$ cat src/rtl/rf_pkg.sv
// Shared constants and types for the RiSC register file with its pending-write
// scoreboard. Default sizes are set here. The top module and the interface
// take these values as their parameter defaults.
package rf_pkg;

    localparam int RF_DATA_W = 16;
    localparam int RF_NREGS  = 8;
    localparam int RF_ADDR_W = $clog2(RF_NREGS);
    localparam int RF_NRD    = 2;
    localparam int RF_CNT_W  = 2;

    // Register 0 is hardwired to zero and is never pending.
    localparam int ZERO_REG  = 0;
    // Saturation value of a pending counter at the default width.
    localparam int CNT_MAX   = 2**RF_CNT_W - 1;

    // Per-cycle action taken by one pending counter.
    typedef enum logic [1:0] {
        CTR_HOLD  = 2'd0,
        CTR_INC   = 2'd1,
        CTR_DEC   = 2'd2,
        CTR_UFLOW = 2'd3
    } ctr_op_e;

endpackage

$ cat src/rtl/regfile_scoreboard_if.sv
// Bundles the read, reservation and writeback signals of regfile_scoreboard.
// The master modport is the pipeline side and the slave modport is the register file.
interface regfile_scoreboard_if
    import rf_pkg::*;
#(
    parameter int DATA_W = RF_DATA_W,
    parameter int ADDR_W = RF_ADDR_W,
    parameter int NRD    = RF_NRD
);
    logic [NRD*ADDR_W-1:0] rd_addr;
    logic [NRD*DATA_W-1:0] rd_data;
    logic [NRD-1:0]        rd_busy;
    logic                  rsv_en;
    logic [ADDR_W-1:0]     rsv_tgt;
    logic                  rsv_rdy;
    logic                  we_reg;
    logic [ADDR_W-1:0]     tgt;
    logic [DATA_W-1:0]     write_data;
    logic                  wb_err;

    modport master (
        output rd_addr, rsv_en, rsv_tgt, we_reg, tgt, write_data,
        input  rd_data, rd_busy, rsv_rdy, wb_err
    );

    modport slave (
        input  rd_addr, rsv_en, rsv_tgt, we_reg, tgt, write_data,
        output rd_data, rd_busy, rsv_rdy, wb_err
    );
endinterface

$ cat src/rtl/rf_pending_ctr.sv
// Saturating up/down counter that tracks the writes still in flight to one register.
// When inc and dec arrive in the same cycle they cancel and the count holds.
// When dec arrives while the count is zero, underflow is flagged and the count stays at zero.
module rf_pending_ctr
    import rf_pkg::*;
#(
    parameter int CNT_W = RF_CNT_W
) (
    input  logic             clk,
    input  logic             rst_n,
    input  logic             inc,
    input  logic             dec,
    output logic [CNT_W-1:0] cnt,
    output logic             full,
    output logic             underflow
);
    localparam logic [CNT_W-1:0] MAX = {CNT_W{1'b1}};

    ctr_op_e op;

    assign full      = (cnt == MAX);
    assign underflow = dec && (cnt == '0);

    // Select this cycle's action. The caller already gates inc with full; the check here is a backstop.
    always_comb begin
        op = CTR_HOLD;
        if (inc && !dec && !full) begin
            op = CTR_INC;
        end else if (dec && !inc) begin
            op = (cnt == '0) ? CTR_UFLOW : CTR_DEC;
        end
    end

    // Counter state, cleared asynchronously.
    always_ff @(posedge clk or negedge rst_n) begin
        if (!rst_n) begin
            cnt <= '0;
        end else begin
            case (op)
                CTR_INC: cnt <= cnt + CNT_W'(1);
                CTR_DEC: cnt <= cnt - CNT_W'(1);
                default: cnt <= cnt;
            endcase
        end
    end
endmodule

$ cat src/rtl/regfile_scoreboard.sv
// RiSC general-purpose register file. It has NRD combinational read ports and one
// synchronous writeback port. A per-register pending-write scoreboard lets issue
// logic detect RAW hazards.
// Optional feature: define RF_BYPASS_EN to enable write-first forwarding from the
// writeback port to the read ports.
module regfile_scoreboard
    import rf_pkg::*;
#(
    parameter int DATA_W = RF_DATA_W,
    parameter int NREGS  = RF_NREGS,
    parameter int ADDR_W = $clog2(NREGS),
    parameter int NRD    = RF_NRD,
    parameter int CNT_W  = RF_CNT_W
) (
    input  logic                  clk,
    input  logic                  rst_n,
    regfile_scoreboard_if.slave   bus
);
    localparam logic [ADDR_W-1:0] ZERO_IDX = ADDR_W'(ZERO_REG);

    logic [DATA_W-1:0] regs    [NREGS];
    logic [CNT_W-1:0]  cnt_arr [NREGS];
    logic [NREGS-1:0]  full_vec;
    logic [NREGS-1:0]  uflow_vec;
    logic              rsv_acc;
    logic              wb_hit;
    logic              wb_err_reg;

    // Register 0 has no counter. It is never pending and never refuses a reservation.
    assign cnt_arr[0]   = '0;
    assign full_vec[0]  = 1'b0;
    assign uflow_vec[0] = 1'b0;

    // Readiness uses the count from before the clock edge. A writeback in the same cycle does not free a slot.
    assign bus.rsv_rdy = (bus.rsv_tgt == ZERO_IDX) || !full_vec[bus.rsv_tgt];
    assign rsv_acc     = bus.rsv_en && bus.rsv_rdy;
    assign wb_hit      = bus.we_reg && (bus.tgt != ZERO_IDX);
    assign bus.wb_err  = wb_err_reg;

    genvar gi;
    generate
        for (gi = 1; gi < NREGS; gi++) begin : g_ctr
            rf_pending_ctr #(.CNT_W(CNT_W)) u_ctr (
                .clk       (clk),
                .rst_n     (rst_n),
                .inc       (rsv_acc && (bus.rsv_tgt == ADDR_W'(gi))),
                .dec       (wb_hit && (bus.tgt == ADDR_W'(gi))),
                .cnt       (cnt_arr[gi]),
                .full      (full_vec[gi]),
                .underflow (uflow_vec[gi])
            );
        end
    endgenerate

    // Register storage. Writes to index 0 are filtered out by wb_hit.
    always_ff @(posedge clk or negedge rst_n) begin
        if (!rst_n) begin
            for (int i = 0; i < NREGS; i++) begin
                regs[i] <= '0;
            end
        end else if (wb_hit) begin
            regs[bus.tgt] <= bus.write_data;
        end
    end

    // Sticky flag set by a writeback that had no outstanding reservation.
    always_ff @(posedge clk or negedge rst_n) begin
        if (!rst_n) begin
            wb_err_reg <= 1'b0;
        end else if (|uflow_vec) begin
            wb_err_reg <= 1'b1;
        end
    end

    generate
        for (gi = 0; gi < NRD; gi++) begin : g_rd
            logic [ADDR_W-1:0] addr;
            logic              fwd;

            assign addr = bus.rd_addr[gi*ADDR_W +: ADDR_W];
`ifdef RF_BYPASS_EN
            assign fwd = wb_hit && (bus.tgt == addr);
`else
            assign fwd = 1'b0;
`endif
            assign bus.rd_data[gi*DATA_W +: DATA_W] =
                (addr == ZERO_IDX) ? '0 : (fwd ? bus.write_data : regs[addr]);
            // A forwarded writeback that completes the last pending write makes the register non-busy.
            assign bus.rd_busy[gi] = (cnt_arr[addr] != '0) &&
                                     !(fwd && (cnt_arr[addr] == CNT_W'(1)));
        end
    endgenerate
endmodule

$ cat src/flat_wrapper.sv
// flat-port wrapper written by rule: the top's interface ports become plain ports
module regfile_scoreboard_flat import rf_pkg::*;
#(
    parameter int DATA_W = RF_DATA_W,
    parameter int NREGS  = RF_NREGS,
    parameter int ADDR_W = $clog2(NREGS),
    parameter int NRD    = RF_NRD,
    parameter int CNT_W  = RF_CNT_W
)
  (clk, rst_n, bus_rd_addr, bus_rsv_en, bus_rsv_tgt, bus_we_reg, bus_tgt, bus_write_data, bus_rd_data, bus_rd_busy, bus_rsv_rdy, bus_wb_err);
  regfile_scoreboard_if #(.DATA_W(DATA_W), .ADDR_W(ADDR_W), .NRD(NRD)) bus_i ();
  input  logic clk;
  input  logic rst_n;
  input wire logic [$bits(bus_i.rd_addr)-1:0] bus_rd_addr;
  input wire logic [$bits(bus_i.rsv_en)-1:0] bus_rsv_en;
  input wire logic [$bits(bus_i.rsv_tgt)-1:0] bus_rsv_tgt;
  input wire logic [$bits(bus_i.we_reg)-1:0] bus_we_reg;
  input wire logic [$bits(bus_i.tgt)-1:0] bus_tgt;
  input wire logic [$bits(bus_i.write_data)-1:0] bus_write_data;
  output wire logic [$bits(bus_i.rd_data)-1:0] bus_rd_data;
  output wire logic [$bits(bus_i.rd_busy)-1:0] bus_rd_busy;
  output wire logic [$bits(bus_i.rsv_rdy)-1:0] bus_rsv_rdy;
  output wire logic [$bits(bus_i.wb_err)-1:0] bus_wb_err;
  assign bus_i.rd_addr = bus_rd_addr;
  assign bus_i.rsv_en = bus_rsv_en;
  assign bus_i.rsv_tgt = bus_rsv_tgt;
  assign bus_i.we_reg = bus_we_reg;
  assign bus_i.tgt = bus_tgt;
  assign bus_i.write_data = bus_write_data;
  assign bus_rd_data = bus_i.rd_data;
  assign bus_rd_busy = bus_i.rd_busy;
  assign bus_rsv_rdy = bus_i.rsv_rdy;
  assign bus_wb_err = bus_i.wb_err;
  regfile_scoreboard #(.DATA_W(DATA_W), .NREGS(NREGS), .ADDR_W(ADDR_W), .NRD(NRD), .CNT_W(CNT_W)) u_core (.clk(clk), .rst_n(rst_n), .bus(bus_i));
endmodule
$ cat config.mk
export PLATFORM = sky130hd
export DESIGN_NAME = regfile_scoreboard_flat
export DESIGN_NICKNAME = d
export VERILOG_FILES = /design/src/rtl/rf_pkg.sv /design/src/rtl/regfile_scoreboard_if.sv /design/src/rtl/rf_pending_ctr.sv /design/src/rtl/regfile_scoreboard.sv /design/src/flat_wrapper.sv
export SDC_FILE = /design/constraint.sdc
export NUM_CORES = 1
export LEC_CHECK = 0
export ABC_AREA = 0
export CAP_MARGIN = 20
export CORE_ASPECT_RATIO = 1.4
export CORE_MARGIN = 4
export CORE_UTILIZATION = 45
export DETAILED_ROUTE_END_ITERATION = 16
export DONT_BUFFER_PORTS = 1
export PLACE_DENSITY_LB_ADDON = 0.12
export SETUP_SLACK_MARGIN = 0.2
export SYNTH_ARGS = -nofsm -noshare
export SYNTH_HDL_FRONTEND = slang
export SYNTH_SLANG_ARGS = --single-unit
$ cat constraint.sdc
create_clock -name clk -period 4.3 [get_ports clk]
set_clock_uncertainty 0.05 [all_clocks]
set_input_delay 0.645 -clock clk [delete_from_list [all_inputs] [get_ports clk]]
set_output_delay 0.645 -clock clk [all_outputs]
set_load 0.05 [all_outputs]
Word-level counts from Yosys, hierarchy flattened
Cells that the tools add are included.
W data, S select, Z words.
{"block": "word_totals", "elab_cells": 209, "register_bits": 143, "inputBits": 32}
{"block": "op_classes", "n_addsub": 14, "n_lt_le_gt_ge": 5, "n_mux": 47, "n_eq_ne": 35, "n_reduce_logical": 89, "bitwise": 3}
{"operator": "$bwmux W128", "n": 1}
{"operator": "$mux W16", "n": 7}
{"operator": "$bmux W16 S3", "n": 2}
{"operator": "$demux W16 S3", "n": 1}
{"operator": "$logic_and A1 B1 Y1", "n": 45}
{"operator": "$mux W2", "n": 18}
{"operator": "$eq A2 B2 Y1 const B", "n": 14}
{"operator": "$pmux W2 S2", "n": 7}
{"operator": "$eq A3 B3 Y1 const B", "n": 8}
{"operator": "$logic_not A1 Y1", "n": 22}
{"operator": "$reduce_bool A2 Y1", "n": 9}
{"operator": "$add A2 B1 Y2 const B", "n": 7}
{"operator": "$eq A2 B1 Y1 const B", "n": 7}
{"operator": "$logic_not A2 Y1", "n": 7}
{"operator": "$sub A2 B1 Y2 const B", "n": 7}
{"operator": "$bmux W2 S3", "n": 2}
{"operator": "$eq A3 B2 Y1 const B", "n": 4}
{"operator": "$ge A4 B4 Y1 const B", "n": 3}
{"operator": "$not A3 Y4", "n": 3}
{"operator": "$logic_not A3 Y1", "n": 3}
{"operator": "$mux W1", "n": 8}
{"operator": "$reduce_or A7 Y1", "n": 1}
{"operator": "$eq A3 B1 Y1 const B", "n": 2}
{"operator": "$lt A3 B4 Y1 const B", "n": 1}
{"operator": "other kinds (4)", "n": 4}

Longest topological paths before layout
Gate-level depths: netlist of run 1.
{"block": "logic_depth", "depth_word": 13, "mapped_depth": 9, "depth_no_buf": 8}

Cells and area by module
From an unflattened synthesis of run 1, not the netlist that was laid out.
{"block": "hier_totals", "cells_unflattened": 594, "hier_area_um2": 7424.6}
{"module": "regfile_scoreboard", "area_per_inst_um2": 6461.2, "cells_per_inst": 496, "instances": 1, "seq_area_each_um2": 2827.7}
{"module": "rf_pending_ctr", "area_per_inst_um2": 137.6, "cells_per_inst": 14, "instances": 7, "seq_area_each_um2": 50.0}

Worst setup path before layout of run 1
Ideal clock, no wire load.
{"block": "synth_timing", "kind": "input to output", "from": "input bus_rd_addr[0]", "to": "output bus_rd_data[13]", "arrival_ns": 2.326, "t_required_ns": 3.605, "path_slack_ns": 1.279, "stages": 4, "cell_sequence": "buf_2 clkbuf_1 a21oi_1 o21ai_0"}
{"block": "synth_between", "elab_chain_len": 5, "elab_cells_between_ends": 6}
{"item": "from (decl)", "line_no": "flat_wrapper.sv:14", "text": "input wire logic [$bits(bus_i.rd_addr)-1:0] bus_rd_addr;"}
{"item": "$not A3 Y4 (implied by the code)", "line_no": "regfile_scoreboard.sv:87", "text": "(addr == ZERO_IDX) ? '0 : (fwd ? bus.write_data : regs[addr]);"}
{"item": "$bmux W16 S3", "line_no": "regfile_scoreboard.sv:87"}
{"item": "$mux W16 (implied by the code) (2 in a row)", "line_no": "regfile_scoreboard.sv:87"}
{"item": "$mux W16 *", "line_no": "regfile_scoreboard.sv:87"}
{"item": "to (decl)", "line_no": "flat_wrapper.sv:20", "text": "output wire logic [$bits(bus_i.rd_data)-1:0] bus_rd_data;"}
Mark *: on every way between the ends. The rest lies on a longest branch, timed or not. The select of a mux whose other input is x is not followed.

Worst setup path after layout of run 1
{"block": "layout_timing", "from": "input bus_rd_addr[4]", "to": "output bus_rd_data[29]"}
Same word-level chain as after synthesis.

==> key figures, run 1 <==
Finish
  – Finished Core Util: 51.2%
  – Most common library cell in the layout ignoring fill and taps: dfrtp_1
  – Multi-input gate area: 3820 sq um
  – Diodes inserted: 0
  – Area growth syn-to-layout: 11.4%
  – Final nets: 647
  – Reg area: 3230 sq um
  – Non-filler cells, final: 820
  – Most frequent cells in the layout: dfrtp_1, mux2_2, nor2_1, buf_4, a21oi_1
  – Layout cells sized above 1: 37.5%
  – Max reg flops: 114
  – Fillers: 1446

Yosys
  – Seq/Total Area, Yosys: 43.3%
  – Synth Cell Area: 7460 sq um
  – Top cell type's share of synthesized area: 43.3%
  – Post-Syn Instances: 604
  – Ys Warns: 0
  – Main synth FF type: dfrtp_1
  – Ranking of synthesized cells by area: dfrtp_1, mux2_2, mux4_2
  – Distinct cells, synth: 48
  – Mapped Nets: 643
  – Number of synthesized flops with an enable pin: 0
  – Asr flop ratio synth: 100%
  – Syn avg cell area: 12.3 sq um
  – Yosys reg bits: 129
  – Synth area leader: dfrtp_1

Run status
  – Status: finished, final reports clean

STA
  – Post-route setup slack: 1.37 ns
  – Final Hold Viols: 0
  – Worst-margin pin slew: 0.989 ns
  – RSZ-0062 raised after global routing: no
  – Pins over their slew limit: 0
  – Min Tclk post-route: 2.93 ns
  – Setup violators final: 0
  – Total negative slack: 0 ns
  – Period Utilization, post-route: 68.1%
  – F_max: 342 MHz
  – Relative slew margins: 33.6%

CTS
  – Clock root cell: clkbuf_16
  – TritonCTS clock tree: built
  – Post-CTS Resized: 0
  – Setup Buffers After CTS: 0
  – CTS sink cnt: 129
  – Clock-pin slew on the worst setup and hold paths: 0.05 ns
  – Clk Latency, worst-skew pair: 0.41 ns
  – Total CTS buffers: 17
  – Longest Clk Path Bufs: 2
  – CTS H-Tree Depth: 4

Die
  – Die area: 18700 sq um
  – IO Count: 68
  – Row cnt: 55
  – Starting Density: 45.9%
  – Core box area: 16200 sq um
  – Chip Height: 160 um
  – Die W: 117 um

Route
  – Drt via density: 6.04
  – DRC Markers: 0
  – DR pass1 iterations: 4
  – Drt initial violations: 272
  – Via count: 4955
  – WL per Instance: 22.9 um
  – Detailed Route WL: 18800 um
  – Final antenna-violating net count: 0

Power and ir drop
  – Sequential Power Share: 40.6%
  – Lkg Pwr: 3.45 nW
  – Clock Power Share: 33.4%
  – Psw: 1.41 mW
  – Peak VDD IR: 0.000309 V
  – PwrDens: 543 nW/um^2
  – Tot Pwr: 4.51 mW
  – Pint: 3.10 mW
  – Switching portion of total power: 31.4%
  – Comb power frac: 26.0%

Global routing
  – Vias in the first global route: 5284
  – Largest net degree at the start of global routing: 130
  – Grt ovf: 0
  – All-Layer GR Usage: 20.9%
  – Initial antenna violation count: 0
  – First-pass GRT wire length: 29900 um

Placed design
  – Dpl hpwl: 11500 um
  – Routability cong.: 0.772
  – Post-place setup slack: 1.45 ns
  – Port Buf Inserts: 0
  – Inst Count DP: 787

Critical path
  – CP Class: in -> out
  – Critical Path AT: 2.23 ns
  – Worst setup SP type: input pin
  – Reg2Reg Depth: 5
  – CP endpoint kind: output port
  – CP max FO: 37
  – WP data required: 3.61 ns

Min path
  – Hold WC Path Type: in -> async

Job
  – Max Cap Violations: 0
## cell type report
type / count / share of cell area [%]
Inverter: 15 / 0.678
Multi-Input combinational cell: 403 / 46.0
Timing Repair Buffer: 42 / 4.04
Sequential cell: 129 / 38.8
Tap cell: 199 / 3.00
Clock inverter: 8 / 1.52
Clock buffer: 24 / 5.92
## metrics by stage
step | hold WS, ns | area, sq um
2_1_floorplan | 0.299 | 7460
3_3_place_gp | 0.304 | 7660
3_5_place_dp | 0.303 | 7660
4_1_cts | 0.190 | 8310
5_1_grt | 0.162 | 8310
6_report | 0.152 | 8310
## worst max-delay path, cell delays in order
cell and delay [ns]:
nor2b_1 0.72, buf_4 0.35, a221oi_1 0.11, a21oi_1 0.17, buf_4 0.23
## timing repair
| action | in CTS | in global routing |
|---|---|---|
| hold buffers | 1 | 0 |
| hold endpoints to repair | 129 | 0 |
| setup endpoints to repair | 0 | 0 |
## per-layer routing
layer | global-route usage [%] | routed length, um
met1 | 26.7 | 7750
met2 | 35.3 | 9760
met3 | 5.31 | 1080
met4 | 5.16 | 163
met5 | 0 | 0
## cells by family (layout without fill, tap and decap cells)
group | after synthesis | after routing | share of synthesized area [%]
AOI/OAI and AO/OA | 89 | 89 | 7.99
adders and majority gates | 7 | 7 | 1.17
muxes | 180 | 180 | 32.3
DFF | 129 | 129 | 43.3
buffers and inverters | 72 | 89 | 5.44
xor gates and xnor gates | 21 | 21 | 2.47
and+or+nand+nor | 106 | 106 | 7.38
## cell usage after synthesis, types with 2 or more instances
| library cell | count |
|---|---|
| dfrtp_1 | 129 |
| mux2_2 | 119 |
| nor2_1 | 49 |
| a21oi_1 | 38 |
| mux4_2 | 32 |
| buf_2 | 29 |
| a221oi_1 | 27 |
| inv_1 | 15 |
| mux2_1 | 15 |
| nand2_1 | 15 |
| xnor2_1 | 14 |
| buf_6 | 12 |
| clkbuf_1 | 12 |
| nor3_1 | 9 |
| ha_1 | 7 |
| mux2_4 | 7 |
| mux2i_1 | 7 |
| xor2_1 | 7 |
| o21ai_0 | 6 |
| nor2b_1 | 5 |
| nor4_1 | 4 |
| a211oi_1 | 3 |
| a21boi_0 | 3 |
| and4b_1 | 3 |
| nand2b_1 | 3 |
| nand3_1 | 3 |
| nand4b_1 | 3 |
| a22oi_1 | 2 |
| and4bb_1 | 2 |
| buf_4 | 2 |
| nor4b_1 | 2 |
| nor4bb_1 | 2 |
| o211ai_1 | 2 |
| o22ai_1 | 2 |
## power by group through the flow
stage	clock (mW)	sequential, mW	combinational [mW]
global route	1.59	1.88	1.27
global placement	0	1.82	1.14
detailed placement	0	1.84	1.16
floorplan	0	1.67	1.12
CTS	1.54	1.82	1.19
finish	1.50	1.83	1.17
## worst paths after layout
path	start	end	slack (ns)
worst max-delay path	bus_rd_addr[4]	bus_rd_data[29]	1.37
worst min-delay path	rst_n	u_core.g_ctr[7].u_ctr.cnt[1]	0.15
worst max register to register	u_core.g_ctr[5].u_ctr.cnt[0]	u_core.g_ctr[5].u_ctr.cnt[1]	2.65
worst min register to register	u_core.regs[121]	u_core.regs[121]	0.32
max in group asynchronous	rst_n	u_core.regs[7]	3.55
min in group clk	u_core.regs[121]	u_core.regs[121]	0.32
(Power assumes the default switching activity.)
==> run 2: changes to the inputs <==
Clock period 4.3 ns to 2.65 ns, I/O delays scaled along.
==> run 2 against run 1 <==
The flow now finishes with violations (hold timing). Non-clock buffer count is 7 higher. Hold slack worse by 0.53 ns. Total power is 60% higher. Routed wire length is 0.76% higher. Worst setup slack worse by 1.1 ns. First-iteration DRC count is 6.3% higher. Critical path depth is 1 lower. Global-route usage is 0.14 points higher. Via count hardly changed. Core utilization is 0.069 points higher. Largest cell class unchanged. Largest power group unchanged.
==> key figures, run 2 (synthesized netlist as in run 1, its figures left out) <==
Run status
  – Status: complete, but fails checks
  – Failing checks: hold timing

Critical path
  – CP Class: reg -> out
  – Critical Path AT: 1.92 ns (-0.31 ns)
  – Worst setup SP type: register
  – Worst-path cell chain: nor2_1, mux4_2, a21oi_2, buf_4
  – WP data required: 2.20 ns (-1.41 ns)
  – Critical path's top delay family: multiplexers
  – Largest stage delay on the critical path: 0.48 ns (-0.24 ns)
  – CP max FO: 6 (-84%)
  – CP Buf/Inv Count: 1 (-1)
  – Slowest-stage cell, CP: mux4_2
  – CP endpoint kind: output port

Job
  – Max Cap Violations: 0 (unchanged)

Finish
  – Diodes inserted: 0 (unchanged)
  – Fillers: 1463 (+1.2%)
  – Most common library cell in the layout ignoring fill and taps: dfrtp_1
  – Most frequent cells in the layout: dfrtp_1, mux2_2, nor2_1, buf_4, a21oi_1
  – Area growth syn-to-layout: 11.6%
  – Layout cells sized above 1: 38.8% (+1.3 points)
  – Max reg flops: 114 (unchanged)
  – Final nets: 654 (+1.1%)
  – Final Instance Area: 8320 sq um (+0.14%)
  – Finished Core Util: 51.2% (+0.069 points)

Route
  – WL per Instance: 22.9 um (+0.15%)
  – DR pass1 iterations: 4 (unchanged)
  – DRC Markers: 0 (unchanged)
  – Detailed Route WL: 18900 um (+0.76%)
  – Drt via density: 6.01 (-0.59%)
  – Final antenna-violating net count: 0 (unchanged)
  – Via count: 4956 (+0.020%)
  – Drt initial violations: 289 (+6.3%)

Placed design
  – Placed Area: 7720 sq um (+0.78%)
  – Dpl hpwl: 11600 um (+1.4%)
  – Routability cong.: 0.779 (+0.98%)
  – Port Buf Inserts: 0 (unchanged)

Global routing
  – First-pass GRT wire length: 29900 um (about the same)
  – Grt ovf: 0 (unchanged)
  – All-Layer GR Usage: 21.0% (+0.14 points)
  – Initial antenna violation count: 0 (unchanged)
  – Largest net degree at the start of global routing: 130 (unchanged)
  – Vias in the first global route: 5282 (-0.038%)

STA
  – F_max: 422 MHz
  – Period Utilization, post-route: 89.4%
  – Total negative slack: 0 ns (unchanged)
  – Setup violators final: 0 (unchanged)
  – Final Hold Viols: 129 (+129)
  – Pins over their slew limit: 0 (unchanged)
  – Min Tclk post-route: 2.37 ns
  – Hold_ws: -0.375 ns (-0.527 ns)
  – Worst-margin pin slew: 0.522 ns (-0.468 ns)
  – Relative slew margins: 65.3% (+32 points)
  – RSZ-0062 raised after global routing: no

CTS
  – Setup Buffers After CTS: 0 (unchanged)
  – CTS sink cnt: 129 (unchanged)
  – Total CTS buffers: 17 (unchanged)
  – TritonCTS clock tree: built
  – CTS H-Tree Depth: 4 (unchanged)
  – Clock-pin slew on the worst setup and hold paths: 0.05 ns (about the same)
  – Longest Clk Path Bufs: 2 (unchanged)
  – Clock root cell: clkbuf_16
  – Clk Latency, worst-skew pair: 0.42 ns (about the same)

Power and ir drop
  – Lkg Pwr: 3.47 nW (+0.54%)
  – Peak VDD IR: 0.000496 V (+61%)
  – PwrDens: 868 nW/um^2 (+60%)
  – Tot Pwr: 7.22 mW (+60%)

Die
  – Row cnt: 55 (unchanged)
  – IO Count: 68 (unchanged)
  – Starting Density: 45.9% (unchanged)
  – Die area: 18700 sq um (unchanged)
  – Core box area: 16200 sq um (unchanged)
  – Chip Height: 160 um (unchanged)
  – Die W: 117 um (unchanged)

Min path
  – Hold WC Path Type: in -> async
## run 2: path summary, 6_finish.rpt
path / slack, ns / to / cells past startpoint / from
max: 0.28 / bus_rd_busy[0] / 4 / u_core.g_ctr[1].u_ctr.cnt[1]
min: -0.38 / u_core.g_ctr[1].u_ctr.cnt[0] / 0 / rst_n
max reg2reg: 0.99 / u_core.g_ctr[2].u_ctr.cnt[1] / 5 / u_core.g_ctr[2].u_ctr.cnt[0]
min reg2reg: 0.33 / u_core.regs[121] / 0 / u_core.regs[121]
max in group asynchronous: 2.69 / u_core.regs[23] / 0 / rst_n
min in group clk: 0.07 / u_core.regs[36] / 1 / bus_write_data[4]
## run 2: where the power goes
group	leakage, nW	switching [mW]	internal [mW]
clock	0.290	0.825	1.54
combinational	1.64	0.895	0.985
sequential	1.54	0.505	2.47
total	3.47	2.22	5.00
## run 2: layout make-up
type                            instances  area (sq um)  share of cell area, %
Inverter                               15          56.3                  0.677
Multi-Input combinational cell        403          3830                   46.0
Clock inverter                          6           105                   1.26
Sequential cell                       129          3230                   38.9
Clock buffer                           24           482                   5.79
Tap cell                              199           249                   2.99
Timing Repair Buffer                   49           368                   4.42
## run 2: what timing repair did
action                     in CTS  in global routing
pin swaps                       0                  0
setup endpoints to repair       2                  1
hold endpoints to repair      129                129
gates resized for setup         5                  1
## run 2: stage by stage
| step | setup slack (ns) | cells |
|---|---|---|
| floorplan | 0.250 | 604 |
| global route | 0.207 | 825 |
| global placement | 0.662 | 795 |
| CTS | 0.209 | 825 |
| detailed placement | 0.608 | 795 |
| finish | 0.281 | 825 |
## run 2: per-layer routing
metal  track usage [%]  vias up  share of wire (%)
li1                  -     2255                  -
met5                 0        -                  0
met2              36.2       89                 54
met1              26.4     2594                 41
met3              5.13       18                3.9
met4              5.27        0                1.3
## run 2: worst register-to-register path, cell delays in order (launching register included)
cell	delay [ns]
dfrtp_1	0.47
nor4b_1	0.36
nor2_1	0.08
ha_1	0.33
nor2_1	0.14
xor2_1	0.15
